`src/rtl/pe_array_pkg.sv`:
```
// Shared definitions for the PE array load path: data width, spad limits,
// load-sequencer state encoding and cfg_mode encodings.
package pe_array_pkg;

  localparam int PE_DATA_W     = 16;
  localparam int PE_IF_DEPTH   = 12;
  localparam int PE_FILT_DEPTH = 224;

  localparam logic [1:0] MODE_START  = 2'b00;
  localparam logic [1:0] MODE_IFMAP  = 2'b01;
  localparam logic [1:0] MODE_FILTER = 2'b10;
  localparam logic [1:0] MODE_BOTH   = 2'b11;

  typedef enum logic [2:0] {
    ST_IDLE  = 3'd0,
    ST_LD_IF = 3'd1,
    ST_GAP1  = 3'd2,
    ST_LD_F  = 3'd3,
    ST_GAP2  = 3'd4,
    ST_RUN   = 3'd5
  } seq_state_t;

endpackage

```
`src/rtl/pe_load_addr_gen.sv`:
```
// GLB read address generator: loads a base and word count on start, then issues
// one read per cycle until the last word has been requested.
module pe_load_addr_gen #(
  parameter int ADDR_W = 16,
  parameter int CNT_W  = 11
) (
  input  logic              clk,
  input  logic              rst_n,
  input  logic              start,
  input  logic [ADDR_W-1:0] base,
  input  logic [CNT_W-1:0]  count,
  output logic              ren,
  output logic [ADDR_W-1:0] addr
);

  logic [CNT_W-1:0] remaining;
  logic             last;

  assign last = ren && (remaining == CNT_W'(1));

  // Address wraps modulo 2^ADDR_W by construction of the adder width.
  always_ff @(posedge clk or negedge rst_n) begin
    if (!rst_n) begin
      ren       <= 1'b0;
      addr      <= '0;
      remaining <= '0;
    end else if (start) begin
      ren       <= (count != '0);
      addr      <= base;
      remaining <= count;
    end else if (ren) begin
      addr      <= addr + ADDR_W'(1);
      remaining <= remaining - CNT_W'(1);
      if (last) ren <= 1'b0;
    end
  end

endmodule

```
`src/rtl/pe_load_sequencer.sv`:
```
// PE load transmit sequencer: streams ifmap/filter words from GLB onto pe_data with
// load framing, then runs the PE until pe_complete. Option: PE_LOADSEQ_PERF_EN adds perf_stall.
module pe_load_sequencer
  import pe_array_pkg::*;
#(
  parameter int DATA_W     = PE_DATA_W,
  parameter int ADDR_W     = 16,
  parameter int IF_DEPTH   = PE_IF_DEPTH,
  parameter int FILT_DEPTH = PE_FILT_DEPTH
) (
  input  logic              clk,
  input  logic              rst_n,
  input  logic              cfg_valid,
  output logic              cfg_ready,
  input  logic [1:0]        cfg_mode,
  input  logic [3:0]        cfg_S,
  input  logic [4:0]        cfg_P,
  input  logic [3:0]        cfg_Q,
  input  logic [ADDR_W-1:0] cfg_if_base,
  input  logic [ADDR_W-1:0] cfg_f_base,
  output logic              mem_ren,
  output logic [ADDR_W-1:0] mem_addr,
  input  logic [DATA_W-1:0] mem_rdata,
  output logic [DATA_W-1:0] pe_data,
  output logic              pe_load,
  output logic              pe_load2,
  output logic              pe_load3,
  output logic              pe_start,
  input  logic              pe_complete,
  output logic              cfg_err,
  output logic              done
`ifdef PE_LOADSEQ_PERF_EN
  ,
  output logic [31:0]       perf_stall
`endif
);

  localparam logic [10:0] IF_LIM   = 11'(IF_DEPTH);
  localparam logic [10:0] FILT_LIM = 11'(FILT_DEPTH);

  seq_state_t        state, next_state;
  logic [1:0]        mode_q;
  logic [10:0]       n_f_q;
  logic [ADDR_W-1:0] f_base_q;
  logic              ren_d1;
  logic              complete_d;

  logic [7:0]        n_if;
  logic [10:0]       n_f;
  logic              accept, cfg_bad, ld_done, complete_rise;
  logic              ag_start;
  logic [ADDR_W-1:0] ag_base;
  logic [10:0]       ag_n;

  assign cfg_ready = (state == ST_IDLE);
  assign pe_start  = (state == ST_RUN);

  always_comb begin
    n_if          = 8'(cfg_S) * 8'(cfg_Q);
    n_f           = 11'(cfg_S) * 11'(cfg_P) * 11'(cfg_Q);
    accept        = cfg_valid && cfg_ready;
    cfg_bad       = (cfg_S == '0) || (cfg_P == '0) || (cfg_Q == '0)
                  || (cfg_mode[0] && ({3'b000, n_if} > IF_LIM))
                  || (cfg_mode[1] && (n_f > FILT_LIM));
    // A load phase ends once every read is issued and the final word is on pe_data.
    ld_done       = !mem_ren && !ren_d1 && pe_load;
    complete_rise = pe_complete && !complete_d;
  end

  always_comb begin
    next_state = state;
    ag_start   = 1'b0;
    ag_base    = f_base_q;
    ag_n       = n_f_q;
    case (state)
      ST_IDLE: begin
        if (accept && !cfg_bad) begin
          if (cfg_mode[0]) begin
            next_state = ST_LD_IF;
            ag_start   = 1'b1;
            ag_base    = cfg_if_base;
            ag_n       = {3'b000, n_if};
          end else if (cfg_mode[1]) begin
            next_state = ST_LD_F;
            ag_start   = 1'b1;
            ag_base    = cfg_f_base;
            ag_n       = n_f;
          end else begin
            next_state = ST_RUN;
          end
        end
      end
      ST_LD_IF: if (ld_done) next_state = ST_GAP1;
      ST_GAP1: begin
        if (mode_q[1]) begin
          next_state = ST_LD_F;
          ag_start   = 1'b1;
        end else begin
          next_state = ST_RUN;
        end
      end
      ST_LD_F:  if (ld_done) next_state = ST_GAP2;
      ST_GAP2:  next_state = ST_RUN;
      ST_RUN:   if (complete_rise) next_state = ST_IDLE;
      default:  next_state = ST_IDLE;
    endcase
  end

  always_ff @(posedge clk or negedge rst_n) begin
    if (!rst_n) begin
      state      <= ST_IDLE;
      mode_q     <= '0;
      n_f_q      <= '0;
      f_base_q   <= '0;
      cfg_err    <= 1'b0;
      ren_d1     <= 1'b0;
      pe_data    <= '0;
      pe_load    <= 1'b0;
      pe_load2   <= 1'b0;
      pe_load3   <= 1'b0;
      complete_d <= 1'b0;
      done       <= 1'b0;
    end else begin
      state      <= next_state;
      if (accept && !cfg_bad) begin
        mode_q   <= cfg_mode;
        n_f_q    <= n_f;
        f_base_q <= cfg_f_base;
      end
      cfg_err    <= accept && cfg_bad;
      ren_d1     <= mem_ren;
      if (ren_d1) pe_data <= mem_rdata;
      pe_load    <= ren_d1;
      pe_load2   <= ren_d1 && (state == ST_LD_IF);
      pe_load3   <= ren_d1 && (state == ST_LD_F);
      complete_d <= pe_complete;
      done       <= (state == ST_RUN) && complete_rise;
    end
  end

  pe_load_addr_gen #(
    .ADDR_W (ADDR_W),
    .CNT_W  (11)
  ) u_addr_gen (
    .clk   (clk),
    .rst_n (rst_n),
    .start (ag_start),
    .base  (ag_base),
    .count (ag_n),
    .ren   (mem_ren),
    .addr  (mem_addr)
  );

`ifdef PE_LOADSEQ_PERF_EN
  always_ff @(posedge clk or negedge rst_n) begin
    if (!rst_n) perf_stall <= '0;
    else if ((state == ST_RUN) && (perf_stall != '1)) perf_stall <= perf_stall + 32'd1;
  end
`endif

endmodule

```
`config.mk`:
```
export PLATFORM = sky130hd
export DESIGN_NAME = pe_load_sequencer
export DESIGN_NICKNAME = d
export VERILOG_FILES = /design/src/rtl/pe_array_pkg.sv /design/src/rtl/pe_load_addr_gen.sv /design/src/rtl/pe_load_sequencer.sv
export SDC_FILE = /design/constraint.sdc
export NUM_CORES = 1
export LEC_CHECK = 0
export CAP_MARGIN = 20
export CORE_ASPECT_RATIO = 0.8
export CORE_UTILIZATION = 25
export DETAILED_ROUTE_END_ITERATION = 8
export GPL_ROUTABILITY_DRIVEN = 0
export PLACE_DENSITY = 0.55
export SYNTH_ARGS = -nofsm -noshare
export SYNTH_HDL_FRONTEND = slang
export SYNTH_SLANG_ARGS = --single-unit
```
`constraint.sdc`:
```
create_clock -name clk -period 2.6 [get_ports clk]
set_input_delay 0.52 -clock clk [delete_from_list [all_inputs] [get_ports clk]]
set_output_delay 0.52 -clock clk [all_outputs]
set_load 0.02 [all_outputs]
```
==> impl_metrics.csv, run 1 <==
group,metric,value,unit
run_status,status,"finished, violations left",
run_status,violations,"negative setup slack",
timing,slew_violations,0,
global_routing,antenna_found_initial,0,
timing,setup_viol,60,
global_routing,grt_usage,15.4,%
cts,root_buffer,"clkbuf_16",
synth,synth_area,0.00649,mm2
route,drc,0,
place,dp.cells,1293,
power_and_ir_drop,clockPowerShare,13.5,%
synth,syn-mean-instance-area,8.46,um2
setup_path,crit_cells,28,
timing,rsz0062_at_grt,"true",
power_and_ir_drop,p_total,9.88,mW
cts,cts_num_sinks,82,
synth,ys.warnings.count,0,
floorplanning,die_y,146,um
timing,max_freq,159,MHz
setup_path,criticalPathCategory,"input pin to flip-flop",
cts,clk_pin_slew,0.07,ns
power_and_ir_drop,swShare,41.1,%
timing,period_needed,6.28,ns
final_layout,fin_util,40.0,%
power_and_ir_drop,cellLeakagePower,4.51,nW
setup_path,cp_slowest_cell,"fa_2",
setup_path,slowest_delay,0.57,ns
synth,synth-edff-count,0,
synth,synth.top_cell.area_share,31.6,%
cts,ctsHoldBuffers,0,
route,vias_per_cell,4.77,
power_and_ir_drop,pwr-share-comb,62.9,%
route,ant_nets,0,
floorplanning,ios,107,
timing,fin_crit_sh,241,%
setup_path,crit_path_end_kind,"flip-flop",
floorplanning,rows,52,
final_layout,final_nets,1141,
timing,tightest_slew,0.507,ns
route,route.vias.total,6392,
cts,cts_tree,"done",
synth,yosysUniqueCellTypes,69,
final_layout,mostFrequentLayoutCells,"buf_4 (143), nand2_1 (123), clkdlybuf4s50_1 (97)",
setup_path,crit_family,"adder cells",
cts,cts_buffer_depth,2,
synth,async_flop_share,100,%
final_layout,final_common_cell,"buf_4",
floorplanning,initial_core_util,25.6,%
synth,synthTopCellsByArea,"dfrtp_1 (32%), nand2_1 (9.4%), ha_1 (7.7%)",
synth,synth_top_cell_by_area,"dfrtp_1",
timing,finalHoldViolations,0,
timing,clock_skew,0.0116,ns
synth,seq_area_frac_synth,31.6,%
cts,cts_buffers,9,
synth,syn-num-nets,898,
timing,fin_ws,-3.68,ns
setup_path,startpoint_type,"input pin",
synth,synth_cells,767,
floorplanning,die_w,182,um
power_and_ir_drop,p_seq_share,23.6,%
global_routing,grt_pass1_vias,6364,
final_layout,areaGrowthSynthToFinish,56.4,%
setup_path,worstPathArrival,6.57,ns
place,numPortBuffers,106,
final_layout,antennaDiodeCount,0,
power_and_ir_drop,vdd.ir_drop.worst,453,uV
global_routing,grt_overflow,0,
route,wl_per_cell,15.2,um
setup_path,worst-path-max-fanout,7,
floorplanning,core,0.0254,mm2
final_layout,layout.cells.non_filler,1339,
job,drv_cap,0,
cts,clock_latency,0.35,ns
global_routing,grt_max_degree,51,
setup_path,required,2.89,ns
synth,synth_flop_cell,"dfrtp_1",
global_routing,grt_pass1_wl,32.9,mm
setup_path,critPathBufInv,6,
final_layout,drive_gt1_share,32.2,%
place,hpwl,14.7,mm
route,drt_iter0_drc,297,
power_and_ir_drop,p_per_area,973,mW/mm2
power_and_ir_drop,p_int,5.82,mW
floorplanning,die-area,0.0266,mm2
setup_path,reg2reg_depth,12,
route,first_pass_iters,7,
setup_path,cpMostUsedCell,"fa_1",
min_path,hold_class,"input pin to asynchronous set/reset pin",
route,postRouteWirelength,20.4,mm
power_and_ir_drop,power.switching,4.06,mW
synth,synth-seq-cells,82,
cts,h-tree-depth,3,
timing,relSlewSlack,65.7,%
cells in the mapped netlist (3+ instances only):
master / n
xnor2_1: 22
a211oi_1: 4
o221ai_1: 3
o211ai_1: 3
mux2_2: 18
nor2b_1: 3
xor2_1: 11
nand3_1: 31
a221oi_1: 18
nor3_1: 8
fa_1: 24
a21boi_0: 3
o21a_1: 4
o22ai_1: 3
buf_2: 6
or3_1: 5
dfrtp_1: 82
o31a_1: 3
a31oi_1: 6
nor2_1: 29
o21ai_0: 36
nor4_1: 5
nand4_1: 8
nand2b_1: 8
ha_1: 40
nor4b_1: 3
clkbuf_1: 30
and2_1: 33
a22o_1: 4
nand2_1: 163
inv_1: 53
a21oi_1: 40
and3_1: 12
final timing paths:
path / start / endpoint / slack (ns)
max: cfg_P[2] / u_addr_gen.remaining[5]$_DFFE_PN0P_ / -3.68
min reg2reg: pe_data[5]$_DFFE_PN0P_ / pe_data[5]$_DFFE_PN0P_ / 0.51
min: rst_n / u_addr_gen.addr[9]$_DFFE_PN0P_ / 0.06
max reg2reg: state[1]$_DFFE_PN0P_ / u_addr_gen.remaining[5]$_DFFE_PN0P_ / -0.04
max in group asynchronous: rst_n / n_f_q[0]$_DFFE_PN0N_ / 1.85
min in group clk: pe_data[5]$_DFFE_PN0P_ / pe_data[5]$_DFFE_PN0P_ / 0.51
registers in the layout, indices dropped and copies added, names as in the netlist, 3 cells and up:
signal,count
u_addr_gen.addr,16
state,3
pe_data,16
u_addr_gen.remaining,11
f_base_q,16
n_f_q,11
layout make-up:
class / instances / area [um2]
fill: 2490 / 15200
multi-input combinational: 591 / 4660
timing repair buffer: 271 / 2530
sequential: 82 / 2050
tap: 324 / 405
clock buffer: 9 / 225
inverter: 55 / 206
clock inverter: 7 / 77.6
per-stage QoR:
step	TNS (ns)	hold slack [ns]	setup WS, ns	cell area [um2]
floorplan	-214.36	0.224	-3.69	6710
global placement	-251.87	0.445	-4.53	8990
detailed placement	-257.50	0.440	-4.63	8990
CTS	-211.82	0.0611	-3.72	9710
global route	-215.95	0.0709	-3.87	10200
finish	-202.87	0.0609	-3.68	10200
per-layer routing:
layer,part of all wire [%],routed length [um],vias to the layer above,GRT usage [%]
li1,-,-,3141,-
met1,49,9890,3108,22.3
met2,47,9600,129,24.3
met3,3.8,769,14,2.54
met4,0.56,114,0,2.23
met5,0,0,-,0
power by group through the flow:
| stage | logic (mW) | registers [mW] | clock network, mW |
|---|---|---|---|
| floorplan | 2.94 | 2.39 | 0 |
| global placement | 5.25 | 2.24 | 0 |
| detailed placement | 5.30 | 2.25 | 0 |
| CTS | 5.68 | 2.25 | 1.37 |
| global route | 6.79 | 2.41 | 1.42 |
| finish | 6.21 | 2.33 | 1.34 |
cells by family (layout without fill, tap and decap cells):
kind of cell,after synthesis,in the layout,share of synthesized area [%]
and+or+nand+nor,322,322,23.5
AOI/OAI and AO/OA,152,152,15.9
buffers and inverters,94,342,5.72
DFF,82,82,31.6
adders and majority gates,64,64,15.1
xor gates and xnor gates,34,34,4.82
muxes,19,19,3.28
what timing repair did:
action,4_1_cts,5_1_grt
setup buffers,20,9
setup endpoints to repair,60,60
resized for setup,91,90
gates cloned,2,4
pin swaps,38,61
No activity file was read; power rests on OpenSTA's default activity.
==> run 2: changes to the inputs <==
--- a/config.mk
+++ b/config.mk
@@ -7,6 +7,7 @@
 export LEC_CHECK = 0
 export CAP_MARGIN = 20
 export CORE_ASPECT_RATIO = 0.8
+export CORE_MARGIN = 2
 export CORE_UTILIZATION = 25
 export DETAILED_ROUTE_END_ITERATION = 8
 export GPL_ROUTABILITY_DRIVEN = 0
==> impl_metrics.csv, run 2 (synthesized netlist as in run 1, its figures left out) <==
group,metric,value,unit
global_routing,grt_usage,15.3,%
floorplanning,ios,107,
place,hpwl,14.9,mm
setup_path,required,2.83,ns
timing,finalHoldViolations,0,
job,drv_cap,0,
floorplanning,core,0.0254,mm2
final_layout,final_nets,1160,
run_status,violations,"negative setup slack",
place,dp.cells,1324,
floorplanning,die-area,0.0273,mm2
cts,h-tree-depth,3,
route,first_pass_iters,5,
timing,fin_crit_sh,244,%
power_and_ir_drop,p_per_area,957,mW/mm2
final_layout,stdcell_area,0.0106,mm2
cts,root_buffer,"clkbuf_16",
cts,clk_pin_slew,0.07,ns
global_routing,grt_max_degree,46,
min_path,hold_class,"input pin to asynchronous set/reset pin",
floorplanning,rows,52,
cts,cts_num_sinks,82,
setup_path,cpMostUsedCell,"fa_1",
route,wl_met2,9.81,mm
cts,ctsHoldBuffers,0,
timing,slew_violations,0,
route,wl_met3,900,um
route,wl_met1,10.2,mm
cts,cts_tree,"done",
timing,fin_ws,-3.74,ns
final_layout,areaGrowthSynthToFinish,63.5,%
setup_path,crit_family,"adder cells",
cts,cts_buffer_depth,2,
route,postRouteWirelength,21.2,mm
setup_path,crit_path_end_kind,"flip-flop",
final_layout,final_common_cell,"buf_4",
timing,period_needed,6.34,ns
setup_path,worstPathArrival,6.56,ns
timing,max_freq,158,MHz
setup_path,slowest_delay,0.56,ns
route,wl_per_cell,15.3,um
route,vias_per_cell,4.69,
timing,fin_hold_ws,0.157,ns
setup_path,critPathBufInv,6,
final_layout,drive_gt1_share,35.5,%
cts,cts_buffers,9,
run_status,status,"finished, violations left",
place,placed_cell_area,0.00902,mm2
timing,tightest_slew,0.554,ns
route,drt_iter0_drc,347,
power_and_ir_drop,cellLeakagePower,4.71,nW
global_routing,grt_overflow,0,
power_and_ir_drop,vdd.ir_drop.worst,397,uV
final_layout,antennaDiodeCount,0,
timing,rsz0062_at_grt,"true",
setup_path,startpoint_type,"input pin",
global_routing,grt_pass1_wl,33.5,mm
final_layout,fin_util,41.7,%
cts,clock_latency,0.35,ns
final_layout,reg_top3,"f_base_q: 16 flops, pe_data: 16 flops, u_addr_gen.addr: 16 flops",
global_routing,grt_pass1_vias,6455,
timing,setup_viol,60,
power_and_ir_drop,p_total,10.2,mW
route,drc,0,
global_routing,antenna_found_initial,0,
route,top_layer,"met4",
floorplanning,die_y,148,um
floorplanning,die_w,184,um
timing,clock_skew,0.0117,ns
place,numPortBuffers,106,
setup_path,criticalPathCategory,"input pin to flip-flop",
final_layout,mostFrequentLayoutCells,"buf_4 (137), nand2_1 (115), clkdlybuf4s50_1 (96)",
setup_path,worst-path-max-fanout,5,
setup_path,cp_slowest_cell,"fa_2",
route,ant_nets,0,
timing,relSlewSlack,63.1,%
final_layout,layout.cells.non_filler,1385,
floorplanning,initial_core_util,25.5,%
route,route.vias.total,6498,
run 2: cell types whose count changed in the layout (fill, tap and decap cells not counted), moves of 6 or more:
cell / previous run / this run
nand2_2: 23 / 42
buf_6: 14 / 31
nand2_1: 123 / 115
nand2_4: 17 / 6
buf_4: 143 / 137
a221oi_1: 11 / 4
run 2: final timing paths:
path	start	end	slack [ns]	depth (start not counted)
worst max-delay path	cfg_P[2]	u_addr_gen.ren$_DFF_PN0_	-3.74	29
worst min-delay path	rst_n	n_f_q[5]$_DFFE_PN0N_	0.16	1
worst max register to register	state[1]$_DFFE_PN0P_	u_addr_gen.ren$_DFF_PN0_	-0.02	12
worst min register to register	n_f_q[6]$_DFFE_PN0N_	n_f_q[6]$_DFFE_PN0N_	0.51	2
max in group asynchronous	rst_n	n_f_q[4]$_DFFE_PN0N_	1.78	2
min in group clk	n_f_q[6]$_DFFE_PN0N_	n_f_q[6]$_DFFE_PN0N_	0.51	2
run 2: final cells by class:
type,count,area (um2)
fillers,2447,14800
multi-input cells,591,4800
repair buffers,290,2840
flip-flops and latches,82,2050
well taps,351,439
clock buffers,9,225
inverters,55,209
clock inverters,7,57.6
run 2: metal layers:
metal  track usage, %  up-vias
li1                 -     3195
met5                0        -
met2             24.7      138
met1             21.9     3138
met3             2.55       27
met4             2.44        0
run 2: metrics by stage:
stage	setup WS [ns]	TNS (ns)
CTS	-3.72	-205.20
global placement	-4.61	-257.23
global route	-3.96	-218.12
detailed placement	-4.69	-263.57
floorplan	-3.69	-214.36
finish	-3.74	-204.96
run 2: where the power goes:
group / internal (mW) / switching [mW]
Clock: 0.663 / 0.576
Combinational: 3.54 / 3.07
Sequential: 1.80 / 0.517
run 2: repair_timing:
item                                    CTS  global route
endpoints found under the setup margin   60            60
buffers inserted                         23            21
cloned                                    5             4
pin swaps                                48            55
resized for setup                       128           109
